===== config.mk =====
export PLATFORM = sky130hd
export DESIGN_NAME = spi_xfer_engine
export DESIGN_NICKNAME = d
export VERILOG_FILES = /design/src/rtl/spi_pkg.sv /design/src/rtl/spi_poll_timer.sv /design/src/rtl/spi_xfer_engine.sv
export SDC_FILE = /design/constraint.sdc
export NUM_CORES = 1
export LEC_CHECK = 0
export CAP_MARGIN = 20
export CORE_MARGIN = 2
export CORE_UTILIZATION = 51
export CTS_CLUSTER_DIAMETER = 120
export DETAILED_ROUTE_END_ITERATION = 7
export PLACE_DENSITY = 0.78
export SYNTH_ARGS = -nofsm -noshare
export SYNTH_HDL_FRONTEND = slang
export SYNTH_HIERARCHICAL = 1
export SYNTH_SLANG_ARGS = --single-unit
export TNS_END_PERCENT = 1

===== constraint.sdc =====
create_clock -name Clk -period 3.7 [get_ports Clk]
set_input_delay 0.37 -clock Clk [delete_from_list [all_inputs] [get_ports Clk]]
set_output_delay 0.37 -clock Clk [all_outputs]
set_load 0.01 [all_outputs]

===== src/rtl/spi_pkg.sv =====
// ---------------------------------------------------------------------------
// spi_pkg
// Shared definitions for the SPI transaction sequencer and its helpers:
//   - register map of the downstream SPI master (2-bit address space)
//   - control/status bit positions
//   - default per-byte poll timeout
//   - sequencer FSM state encoding
//   - small helpers that build slave-select and control words
// ---------------------------------------------------------------------------
package spi_pkg;

  localparam logic [1:0] ADDR_CTRL = 2'd0;
  localparam logic [1:0] ADDR_TX   = 2'd1;
  localparam logic [1:0] ADDR_RX   = 2'd2;
  localparam logic [1:0] ADDR_SS   = 2'd3;

  localparam int START_BIT = 0;
  localparam int DONE_BIT  = 3;

  localparam logic [15:0] TIMEOUT_DEFAULT = 16'd4096;

  typedef enum logic [3:0] {
    ST_IDLE    = 4'd0,
    ST_SEL     = 4'd1,
    ST_WAIT_TX = 4'd2,
    ST_GO      = 4'd3,
    ST_POLL    = 4'd4,
    ST_READ    = 4'd5,
    ST_RX_HOLD = 4'd6,
    ST_DESEL   = 4'd7,
    ST_DONE    = 4'd8
  } xfer_state_e;

  // Slave selects are active low, one bit per slave.
  function automatic logic [7:0] ss_select_mask(input logic [2:0] idx);
    return ~(8'h01 << idx);
  endfunction

  // Control word that kicks off one byte: {prescaler, 0, cpha, cpol, start}.
  // Bit 3 overlays the read-only DONE status bit, so it is written as 0.
  function automatic logic [7:0] ctrl_start_word(input logic [3:0] pre,
                                                 input logic       pha,
                                                 input logic       pol);
    logic [7:0] word;
    word            = {pre, 1'b0, pha, pol, 1'b0};
    word[START_BIT] = 1'b1;
    return word;
  endfunction

endpackage


===== src/rtl/spi_poll_timer.sv =====
// ---------------------------------------------------------------------------
// spi_poll_timer
// 16-bit poll counter with synchronous clear, count enable and a terminal
// count flag. Usable by any master that polls a status bit with a bound.
// Ports:
//   clk    - system clock
//   rst_n  - asynchronous reset, active low
//   load   - clear the counter to zero (has priority over en)
//   en     - advance the counter by one
//   tc     - high while the counter equals TERMINAL
// ---------------------------------------------------------------------------
module spi_poll_timer #(
  parameter logic [15:0] TERMINAL = 16'd4095
) (
  input  logic clk,
  input  logic rst_n,
  input  logic load,
  input  logic en,
  output logic tc
);

  logic [15:0] count_q;

  // Counter stops at the terminal value so tc stays asserted until reloaded.
  always_ff @(posedge clk or negedge rst_n) begin
    if (!rst_n) begin
      count_q <= '0;
    end else if (load) begin
      count_q <= '0;
    end else if (en && !tc) begin
      count_q <= count_q + 16'd1;
    end
  end

  assign tc = (count_q == TERMINAL);

endmodule


===== src/rtl/spi_xfer_engine.sv =====
// ---------------------------------------------------------------------------
// spi_xfer_engine
// Multi-byte transaction sequencer in front of an SPI master's register port.
// One command (slave, byte count, mode) selects the slave, then for each byte
// pulls a TX byte, writes it, starts the transfer, polls DONE, reads the RX
// byte and hands it downstream; finally deselects and pulses Done.
// Ports:
//   Clk, Rst_n                 - clock, asynchronous active-low reset
//   Start, SlaveIdx, Len       - command strobe, slave index, byte count
//   CPol, CPha, CPre           - SPI mode/prescaler, latched at Start
//   TxValid, TxByte, TxReady   - TX byte stream (TxReady pulses on consume)
//   RxValid, RxByte, RxReady   - RX byte stream (valid/ready handshake)
//   Busy, Done, Error          - status; Error is sticky until next Start
//   Addr, Wr, DataWr, DataRd   - SPI master register port (DataRd is
//                                combinational on Addr)
// ---------------------------------------------------------------------------
module spi_xfer_engine
  import spi_pkg::*;
#(
  parameter logic [15:0] TIMEOUT = TIMEOUT_DEFAULT
) (
  input  logic       Clk,
  input  logic       Rst_n,
  input  logic       Start,
  input  logic [2:0] SlaveIdx,
  input  logic [7:0] Len,
  input  logic       CPol,
  input  logic       CPha,
  input  logic [3:0] CPre,
  input  logic       TxValid,
  input  logic [7:0] TxByte,
  output logic       TxReady,
  output logic       RxValid,
  output logic [7:0] RxByte,
  input  logic       RxReady,
  output logic       Busy,
  output logic       Done,
  output logic       Error,
  output logic [1:0] Addr,
  output logic       Wr,
  output logic [7:0] DataWr,
  input  logic [7:0] DataRd
);

  xfer_state_e state_q, state_d;

  logic [2:0] slave_q;
  logic [7:0] remaining_q;
  logic       cpol_q;
  logic       cpha_q;
  logic [3:0] cpre_q;
  logic       error_q;
  logic       rx_valid_q;
  logic [7:0] rx_byte_q;

  logic timer_load;
  logic timer_en;
  logic timer_tc;

  // Terminal count is TIMEOUT-1 so a byte gets exactly TIMEOUT poll cycles.
  spi_poll_timer #(
    .TERMINAL(TIMEOUT - 16'd1)
  ) u_poll_timer (
    .clk  (Clk),
    .rst_n(Rst_n),
    .load (timer_load),
    .en   (timer_en),
    .tc   (timer_tc)
  );

  // State register.
  always_ff @(posedge Clk or negedge Rst_n) begin
    if (!Rst_n) begin
      state_q <= ST_IDLE;
    end else begin
      state_q <= state_d;
    end
  end

  // Next state and register-port drive. The port is combinational because
  // the master answers reads in the same cycle the address is presented.
  always_comb begin
    state_d    = state_q;
    Addr       = ADDR_CTRL;
    Wr         = 1'b0;
    DataWr     = 8'h00;
    TxReady    = 1'b0;
    timer_load = 1'b0;
    timer_en   = 1'b0;

    case (state_q)
      ST_IDLE: begin
        if (Start) begin
          state_d = (Len != 8'd0) ? ST_SEL : ST_DONE;
        end
      end
      ST_SEL: begin
        Addr    = ADDR_SS;
        Wr      = 1'b1;
        DataWr  = ss_select_mask(slave_q);
        state_d = ST_WAIT_TX;
      end
      ST_WAIT_TX: begin
        if (TxValid) begin
          TxReady = 1'b1;
          Addr    = ADDR_TX;
          Wr      = 1'b1;
          DataWr  = TxByte;
          state_d = ST_GO;
        end
      end
      ST_GO: begin
        Addr       = ADDR_CTRL;
        Wr         = 1'b1;
        DataWr     = ctrl_start_word(cpre_q, cpha_q, cpol_q);
        timer_load = 1'b1;
        state_d    = ST_POLL;
      end
      ST_POLL: begin
        Addr = ADDR_CTRL;
        if (DataRd[DONE_BIT]) begin
          state_d = ST_READ;
        end else if (timer_tc) begin
          state_d = ST_DESEL;
        end else begin
          timer_en = 1'b1;
        end
      end
      ST_READ: begin
        Addr    = ADDR_RX;
        state_d = ST_RX_HOLD;
      end
      ST_RX_HOLD: begin
        if (RxReady) begin
          state_d = (remaining_q <= 8'd1) ? ST_DESEL : ST_WAIT_TX;
        end
      end
      ST_DESEL: begin
        Addr    = ADDR_SS;
        Wr      = 1'b1;
        DataWr  = 8'hFF;
        state_d = ST_DONE;
      end
      ST_DONE: begin
        state_d = ST_IDLE;
      end
      default: begin
        state_d = ST_IDLE;
      end
    endcase
  end

  // Command latch, sticky error, RX holding register and byte countdown.
  always_ff @(posedge Clk or negedge Rst_n) begin
    if (!Rst_n) begin
      slave_q     <= '0;
      remaining_q <= '0;
      cpol_q      <= 1'b0;
      cpha_q      <= 1'b0;
      cpre_q      <= '0;
      error_q     <= 1'b0;
      rx_valid_q  <= 1'b0;
      rx_byte_q   <= '0;
    end else begin
      case (state_q)
        ST_IDLE: begin
          if (Start) begin
            slave_q     <= SlaveIdx;
            remaining_q <= Len;
            cpol_q      <= CPol;
            cpha_q      <= CPha;
            cpre_q      <= CPre;
            error_q     <= 1'b0;
          end
        end
        ST_POLL: begin
          if (!DataRd[DONE_BIT] && timer_tc) begin
            error_q <= 1'b1;
          end
        end
        ST_READ: begin
          rx_byte_q  <= DataRd;
          rx_valid_q <= 1'b1;
        end
        ST_RX_HOLD: begin
          if (RxReady) begin
            rx_valid_q <= 1'b0;
            if (remaining_q != 8'd0) begin
              remaining_q <= remaining_q - 8'd1;
            end
          end
        end
        default: begin
        end
      endcase
    end
  end

  assign Busy    = (state_q != ST_IDLE) && (state_q != ST_DONE);
  assign Done    = (state_q == ST_DONE);
  assign Error   = error_q;
  assign RxValid = rx_valid_q;
  assign RxByte  = rx_byte_q;

endmodule


==> metrics.md, run 1 <==
| Metric | Value |
|---|---|
| Status | `completed` |
| Req. time, crit path | `between 3 and 4 ns` |
| Number of core rows | `27` |
| Synthesis-stage register bit count | `47` |
| Clock root buffer master | `clkbuf_8` |
| Top-level I/O count | `between 60 and 70` |
| Maximum net fanout on the critical path | `17` |
| Critical path class | `reg2out` |
| Final hold vios | `0` |
| Layout cell share with drive strength beyond 1 | `between 10 and 15%` |
| Clock tree from TritonCTS | `yes` |
| Wire length of the first global-routing pass | `~11 mm` |
| Final RePlAce weighted congestion | `between 0.7 and 0.8` |
| Worst Setup Slack, final | `roughly 0.71 ns` |
| Top flip-flop cell by instance count after synthesis | `dfrtp_1` |
| Number of DRC violations after detailed-routing iteration 0 | `85` |
| Total area of sequential cells | `about 1200 µm²` |
| Setup TNS | `0 ns` |
| Vias | `approximately 2.5k` |
| GRT Total Usage | `21.8%` |
| Number of nets produced by synthesis | `335` |
| Grt ovf | `0` |
| Count of endpoints failing setup in the final report | `0` |
| Cell Pwr Density | `714 nW/µm²` |
| Number of vias per cell | `5.87` |
| Final #Nets | `approximately 390` |
| Footprint of the multi-input gates | `~1500 µm²` |
| Commonest cells after routing, fill and taps aside | `60 x clkdlybuf4s50_1, 47 x dfrtp_1, 25 x nand2_1` |
| Slowest-stage cell, CP | `dfrtp_1` |
| Critical path cell sequence | `nand2b_1 > nor3_1 > o21ai_0 > nand3_1 > clkdlybuf4s50_1` |
| Post-Route WL | `roughly 6.5 mm` |
| Final HPWL DP | `approximately 4.6 mm` |
| Post-CTS sizing | `0` |
| Sort of element at the end of the critical path | `output port` |
| Number of violations of the max-capacitance limit | `0` |
| Total cell area at the placement stage | `roughly 3500 µm²` |
| Final antenna-violating net count | `0` |
| Floorplan die width | `~78 µm` |
| YS warnings | `6` |
| Starting Density | `52.0%` |
| CTS Sinks | `47` |
| Largest net degree at the start of global routing | `between 40 and 50` |
| Die Outline Area | `~6200 µm²` |
| DRC errors left | `0` |
| First drt pass iteration count | `4` |
| TritonCTS buffer count | `5` |
| H-tree depth | `2` |
| Overall Power | `0.00257 W` |
| Cell area after layout | `~3600 µm²` |
| Cell count after synthesis | `~290` |
| Clock transition at the register clock pins on the worst setup and hold paths after CTS | `about 0.09 ns` |
| Post-synthesis sequential area ratio | `a little over two fifths` |
| Max-slew violation count | `0` |
| Peak VDD IR | `around 460 µV` |
| Worst-Margin Slew | `roughly 0.8 ns` |
| Summed instance area of the synthesized netlist | `~2800 µm²` |
| Maximum cell stage delay along the critical path | `~0.66 ns` |
| Synth Area per Inst | `about 9.6 µm²` |
| Synth-to-layout area growth | `27.5%` |
| Class of the tightest hold or removal check | `reg2reg` |
| Via count of the first global-routing pass | `between 2k and 2.5k` |
| Routed len/inst | `roughly 15 µm` |
| Max clock buf depth | `2` |
| Crit start category | `register` |
| Clock insertion delay at the later pin of the skew report | `~0.30 ns` |
| Static Leakage | `roughly 1.4 nW` |
| Area fraction of the dominant cell type after synthesis | `between 40% and 50%` |
| Async set-reset flop share out of synthesis | `100%` |
| Share of the clock period used by the worst path after layout | `between 80% and 90%` |
| Most area-hungry cell type in the Yosys netlist | `dfrtp_1` |
| CP Data Arrival Time | `2.62 ns` |
| Post-synthesis cell type count | `57` |
| Synth area leaders | `dfrtp_1 42%, mux2_2 9.2%, a21oi_1 3.7%` |
| Antenna violations before repair | `0` |
| Leading cell type in the layout, fill and taps excluded | `clkdlybuf4s50_1` |
| Filler cell count in the final layout | `approximately 440` |
| Final critical delay including setup and external delays | `2.99 ns` |
| Setup repair after global routing missed its margin | `no` |
| Count of input and output buffers | `61` |
| Top achievable clock speed | `around 330 MHz` |
| Post-placement worst setup slack | `between 1 and 1.5 ns` |
| Floorplan Core Area | `~5400 µm²` |
| Fin Clk Skew | `roughly 0.0080 ns` |
| Normalized max-slew margin | `~47%` |
| Number of enable flip-flop cells after synthesis | `0` |
| Hold_ws | `about 0.5 ns` |
| Antenna fix cells | `0` |
| Chip Height | `around 78 µm` |
## kinds of logic after synthesis
| group | after synthesis | synth area share, % |
|---|---|---|
| DFF | 47 | 41.6 |
| AOI/OAI and AO/OA | 71 | 16.6 |
| adders and majority gates | 3 | 1.33 |
| and+or+nand+nor | 128 | 26.8 |
| muxes | 25 | 9.87 |
| buffers and inverters | 20 | 3.81 |
## layout make-up
cell class,instances,share of cell area (%)
Clock buffer,6,2.29
Clock inverter,2,1.08
Inverter,5,0.521
Multi-Input combinational cell,227,42.9
Sequential cell,47,32.6
Tap cell,72,2.50
Timing Repair Buffer,65,18.0
## power breakdown
group / total (W) / internal, W / leakage [nW] / switching, W
clock network: 0.000399 / 0.000222 / 0.0618 / 0.000177
registers: 0.000900 / 0.000686 / 0.601 / 0.000214
logic: 0.00127 / 0.000686 / 0.781 / 0.000588
total: 0.00257 / 0.00159 / 1.44 / 0.000979
## critical path, delay by kind of cell (launching register included)
kind,cells,cell delay (ns)
simple gates,3,0.90
buf+inv,1,0.54
flops,1,0.66
compound gates,1,0.21
## sequential cells by signal, indices dropped and copies added, names as in the netlist
signal                count
RxByte                    8
state_q                   4
RxValid                   1
cpol_q                    1
u_poll_timer/count_q     16
cpha_q                    1
Error                     1
remaining_q               8
cpre_q                    4
slave_q                   3
## synthesized netlist by cell type, types with 2 or more instances
master	count
nand4_1	4
a21oi_1	21
o31ai_1	6
o211ai_1	3
o21ai_0	18
dfrtp_1	47
and3_1	3
buf_2	4
a22o_1	2
nor2b_1	9
clkbuf_1	7
nor3_1	8
or3_2	2
nand3_1	12
mux2i_1	2
o2bb2ai_1	6
and4_1	3
o221ai_1	3
or3_1	5
or4_4	2
mux2_2	23
buf_6	3
nand2b_1	6
or4_1	5
nand2_1	25
ha_1	3
inv_1	5
nor3b_1	2
nor2_1	17
and2_1	2
nor4_1	10
## path summary, 6_finish.rpt
check	from	endpoint	slack, ns	cells after the start
max in group asynchronous	Rst_n	cpre_q[2]	2.69	3
min	RxValid	RxValid	0.49	1
min reg2reg	RxValid	RxValid	0.49	1
max	state_q[0]	DataWr[2]	0.71	5
max reg2reg	u_poll_timer/count_q[0]	u_poll_timer/count_q[15]	1.05	8
min in group asynchronous	Rst_n	u_poll_timer/count_q[14]	0.52	2
## stage by stage
stage | util, % | instances
finish | 66.3 | 424
detailed placement | 63.5 | 414
global placement | 63.5 | 414
CTS | 65.7 | 422
floorplan | - | 294
global route | 66.3 | 424
## metal layers
metal  up-vias  GRT usage, %  wire length (µm)
met3         6          5.75               370
met2        65          37.1              3200
met4         0          6.32                76
met5         -             0                 0
met1      1201          27.4              2870
li1       1218             -                 -
## repair_timing
| item | in CTS | in global routing |
|---|---|---|
| hold buffers | 0 | 1 |
| endpoints found under the hold margin | 0 | 7 |
| endpoints found under the setup margin | 0 | 0 |
| buffers inserted | 0 | 0 |
(Power assumes the default switching activity.)
==> inputs of run 2 (changes only) <==
==> constraint.sdc (replaced) <==
create_clock -name Clk -period 2.8 [get_ports Clk]
set_input_delay 0.28 -clock Clk [delete_from_list [all_inputs] [get_ports Clk]]
set_output_delay 0.28 -clock Clk [all_outputs]
set_load 0.01 [all_outputs]
==> metrics.md, run 2 (synthesis results as in run 1) <==
| Metric | Value |
|---|---|
| Antenna fix cells | `0 (unchanged)` |
| Clock tree from TritonCTS | `yes` |
| Synth-to-layout area growth | `29.3%` |
| Number of flip-flops in the largest register | `16 (unchanged)` |
| Largest net degree at the start of global routing | `48 (unchanged)` |
| Floorplan die width | `78.4 µm (unchanged)` |
| CP Data Arrival Time | `2.28 ns (-0.34 ns)` |
| Starting Density | `52.0% (unchanged)` |
| Critical path cell sequence | `nor2_1 > and3_1 > or3_1 > clkdlybuf4s50_1` |
| Setup repair after global routing missed its margin | `no` |
| Number of DRC violations after detailed-routing iteration 0 | `105 (+24%)` |
| Critical path class | `reg2out` |
| Max clock buf depth | `2 (unchanged)` |
| Top achievable clock speed | `roughly 390 MHz` |
| Overall Power | `0.00346 W (+34%)` |
| Met2 GRT Util | `38.1% (+1.0 points)` |
| Routed len/inst | `15.6 µm (+1.7%)` |
| Max-slew violation count | `0 (unchanged)` |
| Number of core rows | `27 (unchanged)` |
| Slowest-stage cell, CP | `dfrtp_1` |
| Count of endpoints failing setup in the final report | `0 (unchanged)` |
| Final antenna-violating net count | `0 (unchanged)` |
| Non-filler cells, final | `430 (+1.4%)` |
| Setup TNS | `0 ns (unchanged)` |
| Fin Clk Skew | `0.00358 ns (-0.00446 ns)` |
| Normalized max-slew margin | `50.4% (+3.7 points)` |
| Final critical delay including setup and external delays | `between 2 and 3 ns` |
| Met1 usage in global routing | `32.1% (+4.8 points)` |
| Clock transition at the register clock pins on the worst setup and hold paths after CTS | `0.09 ns (about the same)` |
| Final #Nets | `398 (+1.5%)` |
| Launch point of the worst path | `state_q[3]` |
| H-tree depth | `2 (unchanged)` |
| Peak VDD IR | `737 µV (+62%)` |
| CTS Sinks | `47 (unchanged)` |
| Top-level I/O count | `62 (unchanged)` |
| Die Outline Area | `6150 µm² (unchanged)` |
| Cell Pwr Density | `946 nW/µm² (+33%)` |
| GRT Total Usage | `23.6% (+1.8 points)` |
| Chip Height | `78.4 µm (unchanged)` |
| Floorplan Core Area | `5440 µm² (unchanged)` |
| Worst Setup Slack, final | `0.236 ns (-0.477 ns)` |
| Dpl cells | `420 (+1.4%)` |
| Status | `completed` |
| First drt pass iteration count | `5 (+1)` |
| Maximum net fanout on the critical path | `12 (-5)` |
| Filler cell count in the final layout | `440 (-0.23%)` |
| Crit start category | `register` |
| Req. time, crit path | `2.52 ns (-0.81 ns)` |
| Grt ovf | `0 (unchanged)` |
| Clock root buffer master | `clkbuf_8` |
| Antenna violations before repair | `0 (unchanged)` |
| Commonest cells after routing, fill and taps aside | `60 x clkdlybuf4s50_1, 46 x dfrtp_1, 25 x nand2_1` |
| Worst-Margin Slew | `0.738 ns (-0.0554 ns)` |
| Class of the tightest hold or removal check | `in2async` |
| Layout cell share with drive strength beyond 1 | `16.8% (+2.0 points)` |
| Largest register by flop count | `u_poll_timer/count_q` |
| Global route hottest layer | `met2` |
| Count of input and output buffers | `61 (unchanged)` |
| Maximum cell stage delay along the critical path | `0.62 ns (-0.04 ns)` |
| Final hold vios | `0 (unchanged)` |
| Share of the clock period used by the worst path after layout | `about nine tenths` |
| Via count of the first global-routing pass | `2461 (+6.0%)` |
| Sort of element at the end of the critical path | `output port` |
| Clock insertion delay at the later pin of the skew report | `0.30 ns (about the same)` |
| Total area of sequential cells | `1180 µm² (+0.11%)` |
| DRC errors left | `0 (unchanged)` |
| Post-Route WL | `6.72 mm (+3.1%)` |
| Leading cell type in the layout, fill and taps excluded | `clkdlybuf4s50_1` |
| Worst reg2reg startpoint | `u_poll_timer/count_q[0]` |
| Reg2reg setup slack | `0.30 ns (-0.75 ns)` |
| Final RePlAce weighted congestion | `0.868 (+10%)` |
| GRT met3 Usage | `5.29% (-0.46 points)` |
| Post-placement worst setup slack | `0.340 ns (-0.691 ns)` |
| Footprint of the multi-input gates | `1550 µm² (+0.40%)` |
| Static Leakage | `1.47 nW (+2.1%)` |
| Core Util, Final | `67.2% (+0.90 points)` |
| Number of vias per cell | `5.96 (+1.5%)` |
| Vias | `2563 (+2.9%)` |
| TritonCTS buffer count | `5 (unchanged)` |
| Wire length of the first global-routing pass | `11.7 mm (+9.6%)` |
| Number of violations of the max-capacitance limit | `0 (unchanged)` |
| Final HPWL DP | `4.88 mm (+5.6%)` |
==> run 2: cell count changes in the layout (fill, tap and decap cells not counted), sizes merged <==
cell	before	now
buf	4	10
clkinv	0	1
inv	6	5
==> run 2: timing repair <==
action / CTS / global route
setup endpoints to repair: 0 / 3
buffers inserted: 0 / 0
endpoints found under the hold margin: 0 / 7
hold buffers: 0 / 1
resized for setup: 0 / 1
==> run 2: path summary, 6_finish.rpt <==
kind | cells past startpoint | end
max | 4 | Wr
min | 2 | remaining_q[2]
max reg2reg | 9 | u_poll_timer/count_q[6]
min reg2reg | 1 | RxValid
max in group asynchronous | 3 | state_q[1]
min in group Clk | 1 | RxValid
==> run 2: cell type report <==
| type | instances | share of cell area [%] |
|---|---|---|
| clock buffer | 6 | 2.26 |
| clock inverter | 2 | 0.959 |
| inverter | 5 | 0.514 |
| multi-input combinational | 227 | 42.5 |
| sequential | 47 | 32.2 |
| tap | 72 | 2.47 |
| timing repair buffer | 71 | 19.0 |
==> run 2: metal layers <==
metal | part of all wire [%] | routed length [µm] | up-vias
met5 | 0 | 0 | -
met4 | 0.85 | 57 | 0
met3 | 6.2 | 414 | 5
met2 | 48 | 3230 | 82
met1 | 45 | 3020 | 1243
li1 | - | - | 1233
==> run 2: critical path, delay by kind of cell, from the launching register on <==
kind                   cells  cell delay (ns)
flip-flops                 1             0.62
buffers and inverters      1             0.49
AND/OR/NAND/NOR            3             0.87
==> run 2: power by group <==
part	leakage [nW]	switching [W]	internal [W]
Combinational	0.812	0.000827	0.000940
Clock	0.0612	0.000235	0.000289
Sequential	0.600	0.000257	0.000909
Total	1.47	0.00132	0.00214
==> run 2: stage by stage <==
stage	instance area, µm²	hold WS [ns]
4_1_cts	3620	0.203
3_5_place_dp	3500	0.465
3_3_place_gp	3500	0.462
2_1_floorplan	2830	-0.0156
5_1_grt	3650	0.369
6_report	3650	0.348
